===== src/rtl/delay_timer_pkg.sv =====
// Game-wide timing constants and the delay timer state type.
package delay_timer_pkg;
  typedef enum logic {IDLE = 1'b0, RUN = 1'b1} tmr_state_e;

  localparam int CLK_FREQ_HZ   = 100_000_000;
  localparam int DLY_PRESCALE  = 100;
  localparam int DLY_2MS_TICKS = 2000;
  localparam int DLY_20MS_TICKS = 20000;

  function automatic int ticks_for_us(input int us, input int prescale);
    return (us * (CLK_FREQ_HZ / 1_000_000)) / prescale;
  endfunction
endpackage


===== src/rtl/delay_timer_if.sv =====
// Request/status bundle between a controller FSM and the delay timer.
interface delay_timer_if #(parameter int CNT_W = 16);
  logic             start;
  logic [CNT_W-1:0] delayTicks;
  logic             periodic;
  logic             cancel;
  logic             busy;
  logic             delayDone;
  logic [CNT_W-1:0] elapsedTicks;

  modport master (output start, delayTicks, periodic, cancel,
                  input  busy, delayDone, elapsedTicks);
  modport slave  (input  start, delayTicks, periodic, cancel,
                  output busy, delayDone, elapsedTicks);
endinterface


===== src/rtl/delay_timer_prescaler.sv =====
// Free-running cycle prescaler; strobes tick_o on the last cycle of each tick.
module delay_timer_prescaler #(
  parameter int PRESCALE = 100
) (
  input  logic clk_i,
  input  logic rst_i,
  input  logic clear_i,
  input  logic enable_i,
  output logic tick_o
);
  localparam int PW = (PRESCALE > 1) ? $clog2(PRESCALE) : 1;
  localparam logic [PW-1:0] LAST = PW'(PRESCALE - 1);

  logic [PW-1:0] cnt_q, cnt_d;

  // PRESCALE=1 leaves cnt_q pinned at 0, so every enabled cycle is a tick.
  assign tick_o = enable_i && (cnt_q == LAST);

  always_comb begin
    cnt_d = cnt_q;
    if (clear_i)       cnt_d = '0;
    else if (enable_i) cnt_d = tick_o ? '0 : cnt_q + 1'b1;
  end

  always_ff @(posedge clk_i or posedge rst_i) begin
    if (rst_i) cnt_q <= '0;
    else       cnt_q <= cnt_d;
  end
endmodule


===== src/rtl/delay_timer.sv =====
// Programmable one-shot/periodic delay timer with retrigger and cancel.
module delay_timer
  import delay_timer_pkg::*;
#(
  parameter int PRESCALE = 100,
  parameter int CNT_W    = 16
) (
  input logic         clk_i,
  input logic         rst_i,
  delay_timer_if.slave bus
);
  localparam logic [0:0] S_IDLE = IDLE;
  localparam logic [0:0] S_RUN  = RUN;

  logic [0:0]       state_q, state_d;
  logic [CNT_W-1:0] cnt_q, cnt_d;
  logic [CNT_W-1:0] n_q, n_d;
  logic             per_q, per_d;
  logic             done_q, done_d;
  logic             run, tick, pre_clr;

  assign run     = (state_q == S_RUN);
  assign pre_clr = !run || bus.cancel || bus.start;

  delay_timer_prescaler #(.PRESCALE(PRESCALE)) u_pre (
    .clk_i    (clk_i),
    .rst_i    (rst_i),
    .clear_i  (pre_clr),
    .enable_i (run),
    .tick_o   (tick)
  );

  // Priority: cancel > start > terminal; a start always resets the period.
  always_comb begin
    state_d = state_q;
    cnt_d   = cnt_q;
    n_d     = n_q;
    per_d   = per_q;
    done_d  = 1'b0;
    if (bus.cancel) begin
      state_d = S_IDLE;
      cnt_d   = '0;
    end else if (bus.start) begin
      cnt_d = '0;
      if (bus.delayTicks != '0) begin
        state_d = S_RUN;
        n_d     = bus.delayTicks;
        per_d   = bus.periodic;
      end else begin
        state_d = S_IDLE;
        done_d  = 1'b1;
      end
    end else if (run && tick) begin
      if (cnt_q == n_q - 1'b1) begin
        done_d = 1'b1;
        cnt_d  = '0;
        if (!per_q) state_d = S_IDLE;
      end else begin
        cnt_d = cnt_q + 1'b1;
      end
    end
  end

  always_ff @(posedge clk_i or posedge rst_i) begin
    if (rst_i) begin
      state_q <= S_IDLE;
      cnt_q   <= '0;
      n_q     <= '0;
      per_q   <= 1'b0;
      done_q  <= 1'b0;
    end else begin
      state_q <= state_d;
      cnt_q   <= cnt_d;
      n_q     <= n_d;
      per_q   <= per_d;
      done_q  <= done_d;
    end
  end

  assign bus.busy         = run;
  assign bus.delayDone    = done_q;
  assign bus.elapsedTicks = cnt_q;
endmodule


===== src/flat_wrapper.sv =====
// flat-port wrapper written by rule: the top's interface ports become plain ports
module delay_timer_flat import delay_timer_pkg::*;
#(
  parameter int PRESCALE = 100,
  parameter int CNT_W    = 16
)
  (clk_i, rst_i, bus_start, bus_delayTicks, bus_periodic, bus_cancel, bus_busy, bus_delayDone, bus_elapsedTicks);
  delay_timer_if #(.CNT_W(CNT_W)) bus_i ();
  input logic clk_i;
  input logic rst_i;
  input wire logic [$bits(bus_i.start)-1:0] bus_start;
  input wire logic [$bits(bus_i.delayTicks)-1:0] bus_delayTicks;
  input wire logic [$bits(bus_i.periodic)-1:0] bus_periodic;
  input wire logic [$bits(bus_i.cancel)-1:0] bus_cancel;
  output wire logic [$bits(bus_i.busy)-1:0] bus_busy;
  output wire logic [$bits(bus_i.delayDone)-1:0] bus_delayDone;
  output wire logic [$bits(bus_i.elapsedTicks)-1:0] bus_elapsedTicks;
  assign bus_i.start = bus_start;
  assign bus_i.delayTicks = bus_delayTicks;
  assign bus_i.periodic = bus_periodic;
  assign bus_i.cancel = bus_cancel;
  assign bus_busy = bus_i.busy;
  assign bus_delayDone = bus_i.delayDone;
  assign bus_elapsedTicks = bus_i.elapsedTicks;
  delay_timer #(.PRESCALE(PRESCALE), .CNT_W(CNT_W)) u_core (.clk_i(clk_i), .rst_i(rst_i), .bus(bus_i));
endmodule

===== config.mk =====
export PLATFORM = sky130hd
export DESIGN_NAME = delay_timer_flat
export DESIGN_NICKNAME = d
export VERILOG_FILES = /design/src/rtl/delay_timer_pkg.sv /design/src/rtl/delay_timer_if.sv /design/src/rtl/delay_timer_prescaler.sv /design/src/rtl/delay_timer.sv /design/src/flat_wrapper.sv
export SDC_FILE = /design/constraint.sdc
export NUM_CORES = 1
export LEC_CHECK = 0
export ABC_CLOCK_PERIOD_IN_PS = 7700
export CAP_MARGIN = 20
export CORE_ASPECT_RATIO = 1.25
export CORE_MARGIN = 2
export CORE_UTILIZATION = 50
export DETAILED_ROUTE_END_ITERATION = 16
export PLACE_DENSITY = 0.77
export SYNTH_ARGS = -nofsm -noshare
export SYNTH_HDL_FRONTEND = slang
export SYNTH_SLANG_ARGS = --single-unit

===== constraint.sdc =====
create_clock -name clk_i -period 7.7 [get_ports clk_i]
set_input_delay 1.925 -clock clk_i [delete_from_list [all_inputs] [get_ports clk_i]]
set_output_delay 1.925 -clock clk_i [all_outputs]
set_load 0.1 [all_outputs]

# Word-level counts from Yosys, hierarchy flattened
# Index checks and enable logic that the tools add are counted.
# word_totals
reg_bits	42
in_bits	21
# classes
add_sub_neg	3
n_eq_ne	3
mux	18
bitwise_logic	1
n_reduce_logical	11
# op_table
operator	n
$mux W16	4
$mux W7	3
$add A16 B1 Y16 const B	1
$eq A16 B16 Y1	1
$reduce_bool A16 Y1	1
$sub A16 B1 Y16 const B	1
$mux W1	11
$add A7 B1 Y7 const B	1
$eq A7 B7 Y1 const B	1
$reduce_and A3 Y1	2
$reduce_bool A3 Y1	2
$ne A3 B3 Y1 const B	1
$logic_and A1 B1 Y1	2
$logic_or A1 B1 Y1	2
$reduce_bool A2 Y1	1
$logic_not A1 Y1	1
$not A1 Y1	1

# Longest topological paths before layout
# logic_depth
ltp_word	6
ltp_mapped	10
depth_no_buf	8

# By module
# A second synthesis with hierarchy kept.
# hier_totals
hier_cells	323
area_unflattened_um2	2798.9
# modules_own_cells
mod	instances	cells_per_inst	area_per_inst_um2	seq_area_each_um2
delay_timer	1	280	2383.5	875.8
delay_timer_prescaler	1	43	415.4	175.2

# Worst setup path after synthesis
# No wires, ideal clock.
# synth_path
path_kind	input-to-reg
startpoint	input port bus_delayTicks[1]
endpoint	register u_core.n_q[10]
arrival_ns	3.013
required_ns	7.575
path_slack_ns	4.562
path_stages	6
path_buffers	1
cell_sequence	nor4_1 -> nand4_1 -> nand2_1 -> nor2_1 -> clkbuf_1 -> mux2_2
# synth_between
elab_chain_len	2
# synth_lines
item	line_no	source
from (decl)	flat_wrapper.sv:12	input wire logic [$bits(bus_i.delayTicks)-1:0] bus_delayTicks;
$reduce_bool A16 Y1	delay_timer.sv:45	if (bus.delayTicks != '0) begin
$reduce_and A3 Y1 (no line)	--	
to (signal assigned)	delay_timer.sv:74	n_q <= n_d;
to (decl)	delay_timer.sv:17	logic [CNT_W-1:0] n_q, n_d;
# No other way between the ends.
# A chain may end at the register's enable or synchronous reset.

# Worst setup path in the final report
# layout_path
startpoint	register u_core.cnt_q[2] (netlist: u_core.bus.elapsedTicks[2])
endpoint	output port bus_elapsedTicks[2]
# layout_lines
item	line_no	source
from (decl)	delay_timer.sv:16	logic [CNT_W-1:0] cnt_q, cnt_d;
from (signal assigned)	delay_timer.sv:73	cnt_q <= cnt_d;
to (decl)	flat_wrapper.sv:17	output wire logic [$bits(bus_i.elapsedTicks)-1:0] bus_elapsedTicks;
# No word-level cell between the ends.

==> metrics.md <==
| Metric | Value |
|---|---|
| Status | finished, final reports clean |
| GP Congestion | 0.834 |
| Hold Crit Class | reg -> reg |
| Critical path peak fanout | 9 |
| N_diodes | 0 |
| CTS Sinks | 42 |
| Slowest cell delay on critical path | about 1200 ps |
| Non-filler instance count after layout | 356 |
| Global-route wire length before repair | 9960 um |
| Initial core utilization | 52.4% |
| Post-synthesis sequential area ratio | around two fifths |
| CTS Hold Bufs | 0 |
| Crit-path cells | clkdlybuf4s50_1 |
| CP max stage cell | clkdlybuf4s50_1 |
| Fraction of layout cells with a size suffix above 1 | 11.8% |
| Setup violators final | 0 |
| Die width | 67.4 um |
| Router iterations before antenna repair | 4 |
| Pleak | roughly 1.1 nW |
| Post-DP HPWL | about 4200 um |
| Main synth FF type | dfrtp_1 |
| Detailed-route via count | 2112 |
| Worst-path clk slew | 70 ps |
| GR Util met1 | 29.6% |
| Post-cts resize count | 0 |
| Initial antenna violation count | 0 |
| Clock Skews | 3.85 ps |
| Peak Freq | 0.254 GHz |
| I/O pins | 39 |
| Via/cell ratio | 5.93 |
| Post-Syn Area per Cell | just under 10 sq um |
| Postcts setup bufs | 0 |
| Critical setup path kind | reg -> out |
| Post-route ant nets | 0 |
| Warnings from Yosys | 0 |
| GRT Total Usage | 23.3% |
| Global Route met3 Usage | around 4.5% |
| Synth top area share | 41.8% |
| Max H-tree Level | 2 |
| Setup TNS | 0 ps |
| Synth top area cells | dfrtp_1 (42%), xnor2_1 (8.0%), mux2_2 (6.3%), xor2_1 (5.2%), nor3_1 (4.6%) |
| Clock Root Buffer | clkbuf_8 |
| Die height | 83.3 um |
| Routed WL per cell | ~16 um |
| Top Family by Delay on Critical Path | buffers and inverters |
| Final period utilization | 51.2% |
| RSZ-0062 raised after global routing | no |
| Row count | 28 |
| Area delta synth->final | 19.2% |
| DR iter-0 viols | 137 |
| Final slew viol count | 0 |
| Number of synthesized flops with an enable pin | 0 |
| Cell count after synthesis | 259 |
| Pin count of the biggest net entering global routing | 43 |
| GRT overflow | 0 |
| Final net count | roughly 320 |
| Worst path arrival time | roughly 2000 ps |
| Placed cells | 350 |
| TritonCTS clock tree | done |
| PD cells | 163 nW/um^2 |
| # DRC | 0 |
| Async SR Flop Fraction | 100% |
| Crit. End Element | output port |
| Clock Latency Late Sink | 290 ps |
| CP Launch Type | flop |
| Die ar. | 5620 sq um |
| Met2 usage | 38.9% |
| Post-synth net total | 283 |
| Total CTS buffers | 5 |
| Port bufs | 38 |
| Gr busiest metal | met2 |
| Tmin final | ~4000 ps |
| FF+latch count, synth | 42 |
| Slew headroom | 30.7% |
| Routed WL | 5850 um |
| Post-DP Area | 2910 sq um |
| CTS max path bufs | 2 |
| Design area | ~3000 sq um |
| Cell taking the most area after synthesis | dfrtp_1 |
| Vias in the first global route | 2050 |
| Synth cell types | 45 |
| Filler cell count | 408 |
| Least-Margin Pin Slew | between 1000 and 1500 ps |
| Worst vdd ir | 0.136 mV |
| Core area | 4800 sq um |
| Mapped Area | 2510 sq um |
| Critical path buffers and inverters | 1 |
| Final Hold Fails | 0 |
| Max-cap viol count | 0 |
| Crit path required time | roughly 5800 ps |
## Yosys cell counts, drive strengths merged (2+ instances only)
| master | count |
|---|---|
| a2111oi | 2 |
| nand2 | 15 |
| a211o | 3 |
| a31oi | 2 |
| nand3 | 12 |
| buf | 2 |
| dfrtp | 42 |
| or3 | 2 |
| xor2 | 15 |
| nand4 | 14 |
| xnor2 | 23 |
| a21oi | 4 |
| ha | 3 |
| nor3 | 23 |
| o2111ai | 2 |
| and3 | 2 |
| nor2 | 25 |
| mux2 | 14 |
| inv | 10 |
| clkbuf | 8 |
| o21ai | 8 |
| nor4 | 9 |
| and2 | 3 |
| nand4b | 2 |
## flip-flops by register name (all words and copies together), names as in the netlist
register	flops
u_core.bus.elapsedTicks	16
u_core.per_q	1
u_core.bus.delayDone	1
u_core.bus.busy	1
u_core.n_q	16
u_core.u_pre.cnt_q	7
## logic make-up (layout without fill, tap and decap cells)
| kind of cell | Yosys count | in the layout | share of synthesized area [%] |
|---|---|---|---|
| adders and majority gates | 3 | 3 | 1.49 |
| DFF | 42 | 42 | 41.8 |
| buffers and inverters | 20 | 57 | 4.63 |
| muxes | 14 | 14 | 6.27 |
| xor gates and xnor gates | 38 | 38 | 13.2 |
| and+or+nand+nor | 114 | 114 | 23.9 |
| AOI/OAI and AO/OA | 28 | 28 | 8.66 |
## layer usage
| metal | wire length, um | vias to the layer above | share of wire, % |
|---|---|---|---|
| met5 | 0 | - | 0 |
| met4 | 63 | 0 | 1.1 |
| met3 | 234 | 5 | 4.0 |
| met2 | 3060 | 56 | 52 |
| met1 | 2490 | 1045 | 43 |
| li1 | - | 1006 | - |
## where the power goes
part / switching [W] / total, W / internal [W]
clock network: 0.0000723 / 0.000141 / 0.0000692
logic: 0.0000460 / 0.0000899 / 0.0000440
registers: 0.0000234 / 0.000257 / 0.000234
## worst paths after layout
check | startpoint | end | slack (ps) | cells after the start
worst max-delay path | u_core.bus.elapsedTicks[2]$_DFFE_PP0P_ | bus_elapsedTicks[2] | 3760 | 1
worst min-delay path | u_core.u_pre.cnt_q[0]$_DFFE_PP0P_ | u_core.u_pre.cnt_q[0]$_DFFE_PP0P_ | 460 | 1
worst max register to register | u_core.n_q[0]$_DFFE_PP0P_ | u_core.bus.elapsedTicks[8]$_DFFE_PP0P_ | 4250 | 8
worst min register to register | u_core.u_pre.cnt_q[0]$_DFFE_PP0P_ | u_core.u_pre.cnt_q[0]$_DFFE_PP0P_ | 460 | 1
max in group asynchronous | rst_i | u_core.bus.elapsedTicks[8]$_DFFE_PP0P_ | 5260 | 3
min in group asynchronous | rst_i | u_core.per_q$_DFFE_PP0P_ | 2070 | 3
## final cells by class
class                      count  area (sq um)  area share, %
sequential                    42          1050           35.1
clock buffer                   6          82.6           2.76
tap                           60          75.1           2.51
inverter                      10          37.5           1.25
timing repair buffer          41           403           13.4
multi-input combinational    197          1350           45.0
## cell usage in the layout (no fill, tap or decap), types with 2 or more instances in the layout
cell type        netlist  routed
nor2_1                25      25
xor2_1                15      15
xnor2_1               23      23
nor3_1                23      23
nand4b_1               2       2
and2_1                 2       2
o21ai_0                8       8
clkbuf_8               3       6
and3_1                 2       2
o2111ai_1              2       2
nor4_1                 9       9
nand2_1               15      15
or3_1                  2       2
buf_4                  1       3
nand3_1               12      12
dfrtp_1               42      42
a31oi_1                2       2
a21oi_1                3       3
mux2_2                14      14
nand4_1               13      13
inv_1                 10      10
ha_1                   3       3
a211o_2                2       2
clkdlybuf4s50_1        0      38
## per-stage QoR
step	setup slack (ps)	hold slack (ps)	power, W	utilization (%)
2_1_floorplan	4560	432	0.000323	-
3_3_place_gp	3810	452	0.000348	60.7
3_5_place_dp	3790	447	0.000351	60.7
4_1_cts	3740	459	0.000490	62.4
5_1_grt	3680	499	0.000511	62.4
6_report	3760	459	0.000489	62.4
Power figures use the tool's default switching activity.
